### src/rtl/regfile_wr_arbiter.sv
// Round-robin arbiter for the register file's single write port.
// Up to NREQ requesters compete. Each cycle, one winner is registered into a
// write transaction (wr_en_o/wr_addr_o/wr_data_o) and receives a one-cycle ack.
// A requester that is being acked this cycle is not eligible again until the
// following cycle, so it cannot win twice in a row off the same stale request.
// A saturating counter records every cycle in which two or more requesters were
// eligible while the register file was not stalled.
//
// Handshake: requester k holds req_i[k] together with its addr/data slice
// stable until it observes ack_o[k]=1. In that ack cycle it may drop the
// request or present a new one. stall_i blocks new grants only; it never
// retracts a write that is already on wr_en_o.
module regfile_wr_arbiter #(
   parameter int NREQ = 4,
   parameter int DW   = 16,
   parameter int AW   = 3,
   parameter int CW   = 8
) (
   input  logic                 clk_i,
   input  logic                 rst_i,
   input  logic [NREQ-1:0]      req_i,
   input  logic [NREQ*AW-1:0]   addr_i,
   input  logic [NREQ*DW-1:0]   data_i,
   input  logic                 stall_i,
   output logic [NREQ-1:0]      ack_o,
   output logic                 wr_en_o,
   output logic [AW-1:0]        wr_addr_o,
   output logic [DW-1:0]        wr_data_o,
   output logic [CW-1:0]        contention_o
);

   // Pointer width; a 2-requester arbiter still needs one pointer bit.
   localparam int PW = (NREQ > 2) ? $clog2(NREQ) : 1;

   logic [NREQ-1:0] ack_q, ack_d;
   logic            wr_en_q, wr_en_d;
   logic [AW-1:0]   wr_addr_q, wr_addr_d;
   logic [DW-1:0]   wr_data_q, wr_data_d;
   logic [CW-1:0]   contention_q, contention_d;
   logic [PW-1:0]   ptr_q, ptr_d;

   logic [NREQ-1:0] elig;
   logic [PW-1:0]   win;
   logic            win_vld;
   logic [PW-1:0]   hi_win;
   logic            hi_vld;
   logic [PW-1:0]   lo_win;
   logic            lo_vld;
   logic            multi_elig;
   int              elig_cnt;
   logic            grant;

   // Requesters being acked right now are excluded from this cycle's search.
   always_comb begin
      elig = req_i & ~ack_q;
   end

   // Round-robin pick: lowest eligible index at or above ptr, else lowest overall.
   always_comb begin
      hi_win = '0;
      hi_vld = 1'b0;
      lo_win = '0;
      lo_vld = 1'b0;
      for (int j = NREQ - 1; j >= 0; j--) begin
         if (elig[j]) begin
            lo_vld = 1'b1;
            lo_win = PW'(j);
            if (j >= int'(ptr_q)) begin
               hi_vld = 1'b1;
               hi_win = PW'(j);
            end
         end
      end
      win_vld = lo_vld;
      win     = hi_vld ? hi_win : lo_win;
   end

   // Count eligible requesters to detect contention (two or more at once).
   always_comb begin
      elig_cnt = 0;
      for (int j = 0; j < NREQ; j++) begin
         if (elig[j]) begin
            elig_cnt = elig_cnt + 1;
         end
      end
      multi_elig = (elig_cnt >= 2);
   end

   // A grant happens only when someone is eligible and the register file is free.
   always_comb begin
      grant = win_vld && !stall_i;
   end

   // Next write transaction, ack pulse and pointer advance.
   always_comb begin
      wr_en_d   = 1'b0;
      ack_d     = '0;
      wr_addr_d = wr_addr_q;
      wr_data_d = wr_data_q;
      ptr_d     = ptr_q;
      if (grant) begin
         wr_en_d    = 1'b1;
         ack_d[win] = 1'b1;
         wr_addr_d  = addr_i[int'(win)*AW +: AW];
         wr_data_d  = data_i[int'(win)*DW +: DW];
         if (int'(win) == NREQ - 1) begin
            ptr_d = '0;
         end else begin
            ptr_d = win + PW'(1);
         end
      end
   end

   // Contention counter saturates at all-ones instead of wrapping.
   always_comb begin
      contention_d = contention_q;
      if (!stall_i && multi_elig && (contention_q != {CW{1'b1}})) begin
         contention_d = contention_q + CW'(1);
      end
   end

   // State registers; reset discards any in-flight transaction immediately.
   always_ff @(posedge clk_i or posedge rst_i) begin
      if (rst_i) begin
         ack_q        <= '0;
         wr_en_q      <= 1'b0;
         wr_addr_q    <= '0;
         wr_data_q    <= '0;
         contention_q <= '0;
         ptr_q        <= '0;
      end else begin
         ack_q        <= ack_d;
         wr_en_q      <= wr_en_d;
         wr_addr_q    <= wr_addr_d;
         wr_data_q    <= wr_data_d;
         contention_q <= contention_d;
         ptr_q        <= ptr_d;
      end
   end

   assign ack_o        = ack_q;
   assign wr_en_o      = wr_en_q;
   assign wr_addr_o    = wr_addr_q;
   assign wr_data_o    = wr_data_q;
   assign contention_o = contention_q;

endmodule
### config.mk
export PLATFORM = sky130hd
export DESIGN_NAME = regfile_wr_arbiter
export DESIGN_NICKNAME = d
export VERILOG_FILES = /design/src/rtl/regfile_wr_arbiter.sv
export SDC_FILE = /design/constraint.sdc
export NUM_CORES = 1
export LEC_CHECK = 0
export ABC_AREA = 1
export BUFFER_PORTS_ARGS = -buffer_cell sky130_fd_sc_hd__buf_2
export CAP_MARGIN = 5
export CELL_PAD_IN_SITES_DETAIL_PLACEMENT = 1
export CELL_PAD_IN_SITES_GLOBAL_PLACEMENT = 1
export CORE_MARGIN = 8
export CORE_UTILIZATION = 27
export DETAILED_ROUTE_END_ITERATION = 7
export GPL_ROUTABILITY_DRIVEN = 0
export PLACE_DENSITY_LB_ADDON = 0.2
export SETUP_SLACK_MARGIN = 0.2
export SLEW_MARGIN = 20
export SYNTH_ARGS = -nofsm -noshare
export SYNTH_HDL_FRONTEND = slang
export SYNTH_SLANG_ARGS = --single-unit
### constraint.sdc
create_clock -name clk_i -period 5.6 [get_ports clk_i]
set_input_delay 0.56 -clock clk_i [delete_from_list [all_inputs] [get_ports clk_i]]
set_output_delay 0.56 -clock clk_i [all_outputs]
set_load 0.01 [all_outputs]
# Word-level counts from Yosys, hierarchy flattened
# Index checks and enable logic that the tools add are counted.
# word_totals
reg_bits	34
output_inout_bits	32
in_bits	83
# classes
add_sub_neg	5
n_bitwise	2
reduce_logical	5
eq_ne	2
shift	2
n_lt_le_gt_ge	6
mul	1
muxes	30
# op_table
cell	n
adder 32 x 2 -> 32 bit (second input constant)	3
two-way mux 32 bit	3
variable part select 64 x 7 -> 16 bit	1
>= comparator 32 x 3 -> 1 bit (second input constant)	1
two-way mux 2 bit	12
two-way mux 1 bit	13
variable part select 12 x 5 -> 3 bit	1
adder 8 x 1 -> 8 bit (second input constant)	1
inequality test 8 bit (second input constant)	1
AND 4 bit	1
>= comparator 1 x 2 -> 1 bit (first input constant)	2
logical AND 1 bit	4
multiplier 2 x 2 -> 4 bit (second input constant)	1
two-way mux 4 bit	1
inverter 4 bit	1
less-than comparator 2 x 3 -> 1 bit (second input constant)	1
adder 2 x 1 -> 2 bit (second input constant)	1
demux 1 bit (select 2 bit)	1
equality test 2 x 1 -> 1 bit (second input constant)	1
>= comparator 2 x 1 -> 1 bit (second input constant)	1
>= comparator 2 bit (first input constant)	1
logical NOT 1 bit	1

# Logic depth before layout (Yosys ltp)
# Gate-level depths: netlist of run 1.
# depth
word_depth	15
ltp_mapped	14

# Least setup slack after synthesis of run 1
# Ideal clock, no wire load.
# synth_timing
kind	input -> register
startpoint	in req_i[0]
endpoint	reg contention_q[2], in the netlist contention_o[2]
setup_time_ns	0.122
path_slack_ns	3.481
arrival_time_ns	1.997
cell_stages	14
path_cell_list	inv_1 > nor2_4 > inv_2 > nand2_1 > nand2_1 > xor2_1 > ha_1 > nor2_1 > a21oi_1 > o21a_1 > nand2_1 > inv_2 > nand2_1 > xor2_1
# synth_between
elab_chain_len	11
# synth_lines
element	line_no	source
from (decl)	21	input logic [NREQ-1:0] req_i,
AND 4 bit *	55	elig = req_i & ~ack_q;
two-way mux 1 bit *	82	if (elig[j]) begin
adder 32 x 2 -> 32 bit	83	elig_cnt = elig_cnt + 1;
two-way mux 32 bit *	82	
adder 32 x 2 -> 32 bit	83	
two-way mux 32 bit *	82	
adder 32 x 2 -> 32 bit	83	
two-way mux 32 bit *	82	
>= comparator 32 x 3 -> 1 bit *	86	multi_elig = (elig_cnt >= 2);
logical AND 1 bit * (2 in series)	117	if (!stall_i && multi_elig && (contention_q != {CW{1'b1}})) begin
to (signal assigned)	136	contention_q <= contention_d;
to (decl)	39	logic [CW-1:0] contention_q, contention_d;
# Mark *: on every way between the ends. The rest lies on a longest branch, timed or not.
# A chain may end at the register's enable or synchronous reset.

# Final worst setup path of run 1
# layout_timing
startpoint	reg ptr_q[1]
endpoint	reg ptr_q[1]
# layout_between
elab_chain_len	10
word_cells_on_any_way	19
classes_between	add/sub (1); order compare (3); eq/ne (1); mux (14)
# layout_lines
element	line_no	source
from (decl)	40	logic [PW-1:0] ptr_q, ptr_d;
from (signal assigned)	137	ptr_q <= ptr_d;
>= comparator 2 bit	68	if (j >= int'(ptr_q)) begin
two-way mux 2 bit / two-way mux 1 bit (equally long branches)	68	
two-way mux 2 bit / two-way mux 1 bit (equally long branches)	65	if (elig[j]) begin
two-way mux 2 bit / two-way mux 1 bit (equally long branches)	68	
two-way mux 2 bit / two-way mux 1 bit (equally long branches)	65	
two-way mux 2 bit / two-way mux 1 bit (equally long branches)	68	
two-way mux 2 bit / two-way mux 1 bit (equally long branches)	65	
two-way mux 2 bit *	75	win = hi_vld ? hi_win : lo_win;
adder 2 x 1 -> 2 bit / equality test 2 x 1 -> 1 bit (equally long branches)	109, 106	
two-way mux 2 bit *	106	if (int'(win) == NREQ - 1) begin
# Marked as above.

==> results.tsv, run 1 <==
stage	metric	value	unit
run_status	status	completed	
route	# DRC	0	
logic_synthesis	Netlist cell types	25	
logic_synthesis	sequential fraction of the synthesis area	31.9	%
logic_synthesis	Avg Cell Area, Syn	6.32	um^2
setup_path	RR Endpoint	ptr_q[1]$_DFFE_PP0P_	
setup_path	crit-path cells	inv_1 > nand3_2 > nand2_1 > nor2_1 > nand2_1 > buf_4 > nand2_1 > buf_4 > inv_1 > ha_1 > nand2_1 > o21ai_0	
clock_network	clk buf depth	2	
setup_path	r2r worst-path depth	12	
logic_synthesis	Async SR Flop Fraction	100	%
setup_path	cell mode on critical path	nand2_1	
clock_network	CTS tree	built	
layout	commonest non-fill, non-tap cells in the layout	nand2_1, buf_2, inv_1, nand3_1, dfrtp_1	
logic_synthesis	Most used DFF post-synth	dfrtp_1	
sta	RSZ-0062 raised after global routing	no	
sta	Tmin final	2.63	ns
setup_path	crit path DAT	2.77	ns
sta	Final Max Slew Viols	0	
global_route	largest net degree at the start of global routing	40	
setup_path	max incr delay on CP	0.39	ns
global_route	All-Layer GR Usage	13.6	%
setup_path	critical path peak fanout	39	
logic_synthesis	YS warnings	0	
floorplanning	Horiz. Die Dim	115	um
setup_path	worst path required time	5.74	ns
clock_network	Worst-Skew Late Latency	0.28	ns
logic_synthesis	ranking of synthesized cells by area	dfrtp_1, nand2_1, nand3_1	
sta	fin crit share	46.9	%
layout	most common cell after layout, fill and taps aside	nand2_1	
floorplanning	die span in y	115	um
layout	Final nets	617	
global_route	initial antenna violation count	0	
power	Leak Pwr	2.20	nW
route	drt first pass iters	4	
sta	Worst Skew	0.00778	ns
sta	Max Freq	381	MHz
min_path	Worst Hold Class	in2async	
setup_path	CP Launch Type	flop	
floorplanning	IO Pins	115	
sta	Tightest Pin Transition	1.01	ns
job	MaxCap Viol Count	0	
global_route	first-pass GRT wire length	14800	um
logic_synthesis	Post-synth EDFFs	0	
placed_design	DP HPWL	7090	um
sta	final hold slack	0.372	ns
logic_synthesis	Synth top area share	31.9	%
sta	Sum Neg Setup Slack	0	ns
route	Vias	2784	
clock_network	Post-CTS Hold Fix Bufs	0	
clock_network	clock slew at the register clock pins of the worst setup and hold paths	0.07	ns
clock_network	Post-CTS Setup Inserts	0	
setup_path	worst reg-to-reg setup slack	2.97	ns
power	Cell Pwr Density	464	nW/um^2
logic_synthesis	Net Count, Synth	512	
clock_network	CTS buffer count	5	
layout	layout cell share with drive strength beyond 1	28.4	%
logic_synthesis	Yosys top cell by area	dfrtp_1	
clock_network	Resized cells post-CTS	0	
sta	Final Hold Fails	0	
floorplanning	Initial Utilization	27.6	%
layout	Antenna Cells	0	
sta	Final setup viols	0	
clock_network	H-tree Lvls	2	
global_route	vias in the first global route	3206	
global_route	GRT overflow	0	
route	Initial DRC Count	100	
placed_design	number of buffers added on ports	114	
setup_path	crit path kind	reg2reg	
clock_network	Root Driver	clkbuf_8	
setup_path	r2r startpoint	ptr_q[1]$_DFFE_PP0P_	
logic_synthesis	area of the mapped netlist	2670	um^2
floorplanning	Core Rows	36	
route	post-route ant nets	0	
logic_synthesis	Yosys reg bits	34	
power	Max VDD drop	0.156	mV
sta	Slew headroom	32.9	%
floorplanning	Die Area	13300	um^2
layout	Syn-to-layout area delta	27.2	%
setup_path	Critical-path top delay cell	dfrtp_1	
route	DR vias/cell	4.21	
route	DR WL/cell	13.1	um
setup_path	CP Capture Type	flop	
clock_network	TritonCTS sink count	34	
floorplanning	core area	9680	um^2
logic_synthesis	cells after synthesis	423	
route	WL final	8670	um
==> synthesized netlist by cell type (2+ instances only) <==
| cell | n |
|---|---|
| nand4_1 | 3 |
| a21oi_1 | 2 |
| inv_2 | 8 |
| nand2_1 | 148 |
| ha_1 | 6 |
| buf_6 | 5 |
| o21ai_0 | 3 |
| buf_2 | 11 |
| nor2_1 | 9 |
| inv_1 | 93 |
| nand3_2 | 12 |
| nand3_1 | 70 |
| dfrtp_1 | 34 |
| xor2_1 | 5 |
| clkbuf_1 | 2 |
| xnor2_1 | 3 |
==> worst max-delay path: cells and delay by family (launching register included) <==
| family | cells | cell delay, ns |
|---|---|---|
| flops | 1 | 0.39 |
| buf+inv | 4 | 0.97 |
| fa+ha+maj | 1 | 0.25 |
| compound gates | 1 | 0.08 |
| simple gates | 6 | 0.77 |
==> area by class of cell <==
type	instances	area, um^2
clock buffer	5	68.8
clock inverter	2	10.0
fill	1324	6290
inverter	101	379
multi-input combinational	268	1320
sequential	34	851
tap	133	166
timing repair buffer	118	601
==> through the flow <==
stage / utilization, % / power (mW) / setup slack (ns) / std cells / instance area [um^2]
detailed placement: 34.3 / 1.44 / 2.71 / 654 / 3320
floorplan: - / 1.14 / 3.48 / 423 / 2670
CTS: 35.1 / 1.61 / 2.97 / 661 / 3400
finish: 35.1 / 1.58 / 2.97 / 661 / 3400
global placement: 34.3 / 1.40 / 2.85 / 654 / 3320
global route: 35.1 / 1.76 / 2.76 / 661 / 3400
==> layer usage <==
metal	GRT usage [%]	routed length [um]	share of wire, %	vias up
li1	-	-	-	1460
met1	18.0	4180	48	1255
met2	22.1	4020	46	67
met3	3.13	425	4.9	2
met4	2.63	40	0.46	0
met5	0	0	0	-
==> registers in the layout, summed over array words and instances (netlist names) <==
register / count
wr_addr_o: 3
ack_o: 4
ptr_q: 2
wr_en_o: 1
contention_o: 8
wr_data_o: 16
==> worst max path at each step <==
stage	from	to	slack (ns)	depth (start not counted)
floorplan	req_i[0]	contention_o[2]$_DFFE_PP0P_	3.48	14
global placement	req_i[0]	ptr_q[1]$_DFFE_PP0P_	2.85	14
detailed placement	req_i[0]	ptr_q[1]$_DFFE_PP0P_	2.71	14
CTS	ack_o[0]$_DFF_PP0_	ptr_q[1]$_DFFE_PP0P_	2.97	12
global route	ack_o[1]$_DFF_PP0_	ptr_q[1]$_DFFE_PP0P_	2.76	12
finish	ptr_q[1]$_DFFE_PP0P_	ptr_q[1]$_DFFE_PP0P_	2.97	12
==> cells by family after synthesis <==
group,after synthesis,share of synthesized area (%)
compound gates,9,2.44
xor+xnor,8,2.62
fa+ha+maj,6,2.81
buf+inv,121,19.1
flops,34,31.9
simple gates,245,41.2
==> report_power, final <==
group | internal, mW | switching (mW) | leakage [nW]
Combinational | 0.345 | 0.628 | 1.73
Clock | 0.0833 | 0.0840 | 0.0438
Sequential | 0.355 | 0.0815 | 0.425
Note: power is estimated with default switching activity, not from simulation.
==> inputs of run 2 (changes only) <==
- clock period: 5.6 -> 2.7 ns (I/O delays scaled with it)
==> results.tsv, run 2 (synthesis gave the netlist of run 1 again) <==
stage	metric	value	unit	change
floorplanning	Initial Utilization	27.6	%	unchanged
placed_design	number of buffers added on ports	114		unchanged
layout	# fillers	1348		+1.8%
global_route	met1 GRT Util	18.6	%	+0.61 points
layout	Antenna Cells	0		unchanged
sta	Final setup viols	0		unchanged
power	Leak Pwr	2.23	nW	+1.3%
clock_network	Worst-Skew Late Latency	0.29	ns	about the same
min_path	Worst Hold Class	in2async		
power	Max VDD drop	0.322	mV	+110%
sta	Final Hold Fails	0		unchanged
route	post-route ant nets	0		unchanged
sta	Max Freq	469	MHz	+23%
global_route	All-Layer GR Usage	13.9	%	+0.32 points
clock_network	CTS buffer count	5		unchanged
setup_path	r2r worst-path depth	13		+1
clock_network	clock slew at the register clock pins of the worst setup and hold paths	0.07	ns	about the same
global_route	vias in the first global route	3079		-4.0%
floorplanning	die span in y	115	um	unchanged
global_route	first-pass GRT wire length	15100	um	+1.8%
sta	Sum Neg Setup Slack	0	ns	unchanged
route	drt first pass iters	4		unchanged
clock_network	Resized cells post-CTS	0		unchanged
global_route	routing usage on met3	2.97	%	-0.16 points
floorplanning	IO Pins	115		unchanged
layout	Final nets	620		+0.49%
setup_path	crit path DAT	2.31	ns	-0.46 ns
sta	Worst Skew	0.00565	ns	-0.00213 ns
power	Cell Pwr Density	985	nW/um^2	+110%
sta	Final Max Slew Viols	0		unchanged
route	DR vias/cell	4.27		+1.4%
floorplanning	Die Area	13300	um^2	unchanged
clock_network	Post-CTS Setup Inserts	0		unchanged
power	Power Total	3.40	mW	+120%
global_route	initial antenna violation count	0		unchanged
route	DR WL/cell	13.3	um	+1.5%
sta	Slew headroom	49.5	%	+17 points
clock_network	TritonCTS sink count	34		unchanged
sta	final hold slack	0.101	ns	-0.271 ns
setup_path	CP Launch Type	flop		
sta	final worst slack	0.569	ns	-2.40 ns
placed_design	pre-CTS setup slack	0.568	ns	-2.15 ns
run_status	status	completed		
floorplanning	Horiz. Die Dim	115	um	unchanged
sta	RSZ-0062 raised after global routing	no		
clock_network	Post-CTS Hold Fix Bufs	0		unchanged
clock_network	clk buf depth	2		unchanged
layout	commonest non-fill, non-tap cells in the layout	nand2_1, buf_2, inv_1, nand3_1, dfrtp_1		
global_route	largest net degree at the start of global routing	39		-2.5%
route	Vias	2841		+2.0%
layout	max reg flops	16		unchanged
clock_network	Root Driver	clkbuf_8		
setup_path	crit path kind	reg2reg		
layout	Syn-to-layout area delta	29.2	%	
global_route	GR met2 Demand/Resource	22.2	%	+0.16 points
layout	register area	851	um^2	unchanged
layout	most common cell after layout, fill and taps aside	nand2_1		
sta	Tightest Pin Transition	0.756	ns	-0.250 ns
placed_design	DP HPWL	7050	um	-0.48%
sta	Tmin final	2.13	ns	-0.496 ns
job	MaxCap Viol Count	0		unchanged
global_route	GRT overflow	0		unchanged
route	# DRC	0		unchanged
route	Initial DRC Count	86		-14%
layout	Multi-input gate area	1320	um^2	unchanged
clock_network	H-tree Lvls	2		unchanged
layout	layout cell share with drive strength beyond 1	28.9	%	+0.54 points
setup_path	CP Capture Type	flop		
setup_path	critical path peak fanout	8		-79%
global_route	GRT Max-Usage Layer	met2		
setup_path	worst path required time	2.88	ns	-2.86 ns
sta	fin crit share	78.9	%	+32 points
route	WL final	8850	um	+2.1%
clock_network	CTS tree	built		
floorplanning	Core Rows	36		unchanged
floorplanning	core area	9680	um^2	unchanged
==> run 2: worst paths after layout <==
check                                              start                     endpoint  slack, ns
worst max-delay path                  ack_o[0]$_DFF_PP0_  contention_o[2]$_DFFE_PP0P_       0.57
worst min-delay path                               rst_i  contention_o[2]$_DFFE_PP0P_       0.10
worst max register to register        ack_o[0]$_DFF_PP0_  contention_o[2]$_DFFE_PP0P_       0.57
worst min register to register  wr_addr_o[1]$_DFFE_PP0P_     wr_addr_o[1]$_DFFE_PP0P_       0.48
max in group asynchronous                          rst_i    wr_data_o[14]$_DFFE_PP0P_       1.88
min in group clk_i                             addr_i[2]     wr_addr_o[2]$_DFFE_PP0P_       0.38
==> run 2: worst max-delay path, stage by stage, from the launching register on <==
cell     delay, ns
dfrtp_1       0.40
nor2_4        0.15
inv_2         0.05
nand2_1       0.11
nand2_1       0.08
xor2_1        0.14
ha_1          0.27
nor2_1        0.04
a21oi_1       0.13
o21a_1        0.13
nand2_1       0.13
inv_2         0.16
nand2_1       0.08
xor2_1        0.14
==> run 2: layer usage <==
| metal | wire (um) | vias to the layer above |
|---|---|---|
| li1 | - | 1472 |
| met1 | 4390 | 1298 |
| met2 | 4020 | 67 |
| met3 | 358 | 4 |
| met4 | 91 | 0 |
| met5 | 0 | - |
==> run 2: power breakdown <==
group	switching (mW)	internal, mW	total, mW
sequential	0.168	0.736	0.904
combinational	1.31	0.738	2.05
clock	0.187	0.258	0.444
==> run 2: through the flow <==
| step | std cells | util, % | instance area, um^2 |
|---|---|---|---|
| final | 665 | 35.6 | 3450 |
| after floorplan | 423 | - | 2670 |
| after detailed placement | 657 | 34.5 | 3340 |
| after CTS | 665 | 35.6 | 3450 |
| after global routing | 665 | 35.6 | 3450 |
| after global placement | 657 | 34.5 | 3340 |
==> run 2: area by class of cell <==
class                   count  area share (%)
clock buffers               8            3.19
inverters                 101            11.0
well taps                 133            4.82
flip-flops and latches     34            24.6
repair buffers            121            18.1
multi-input cells         268            38.3
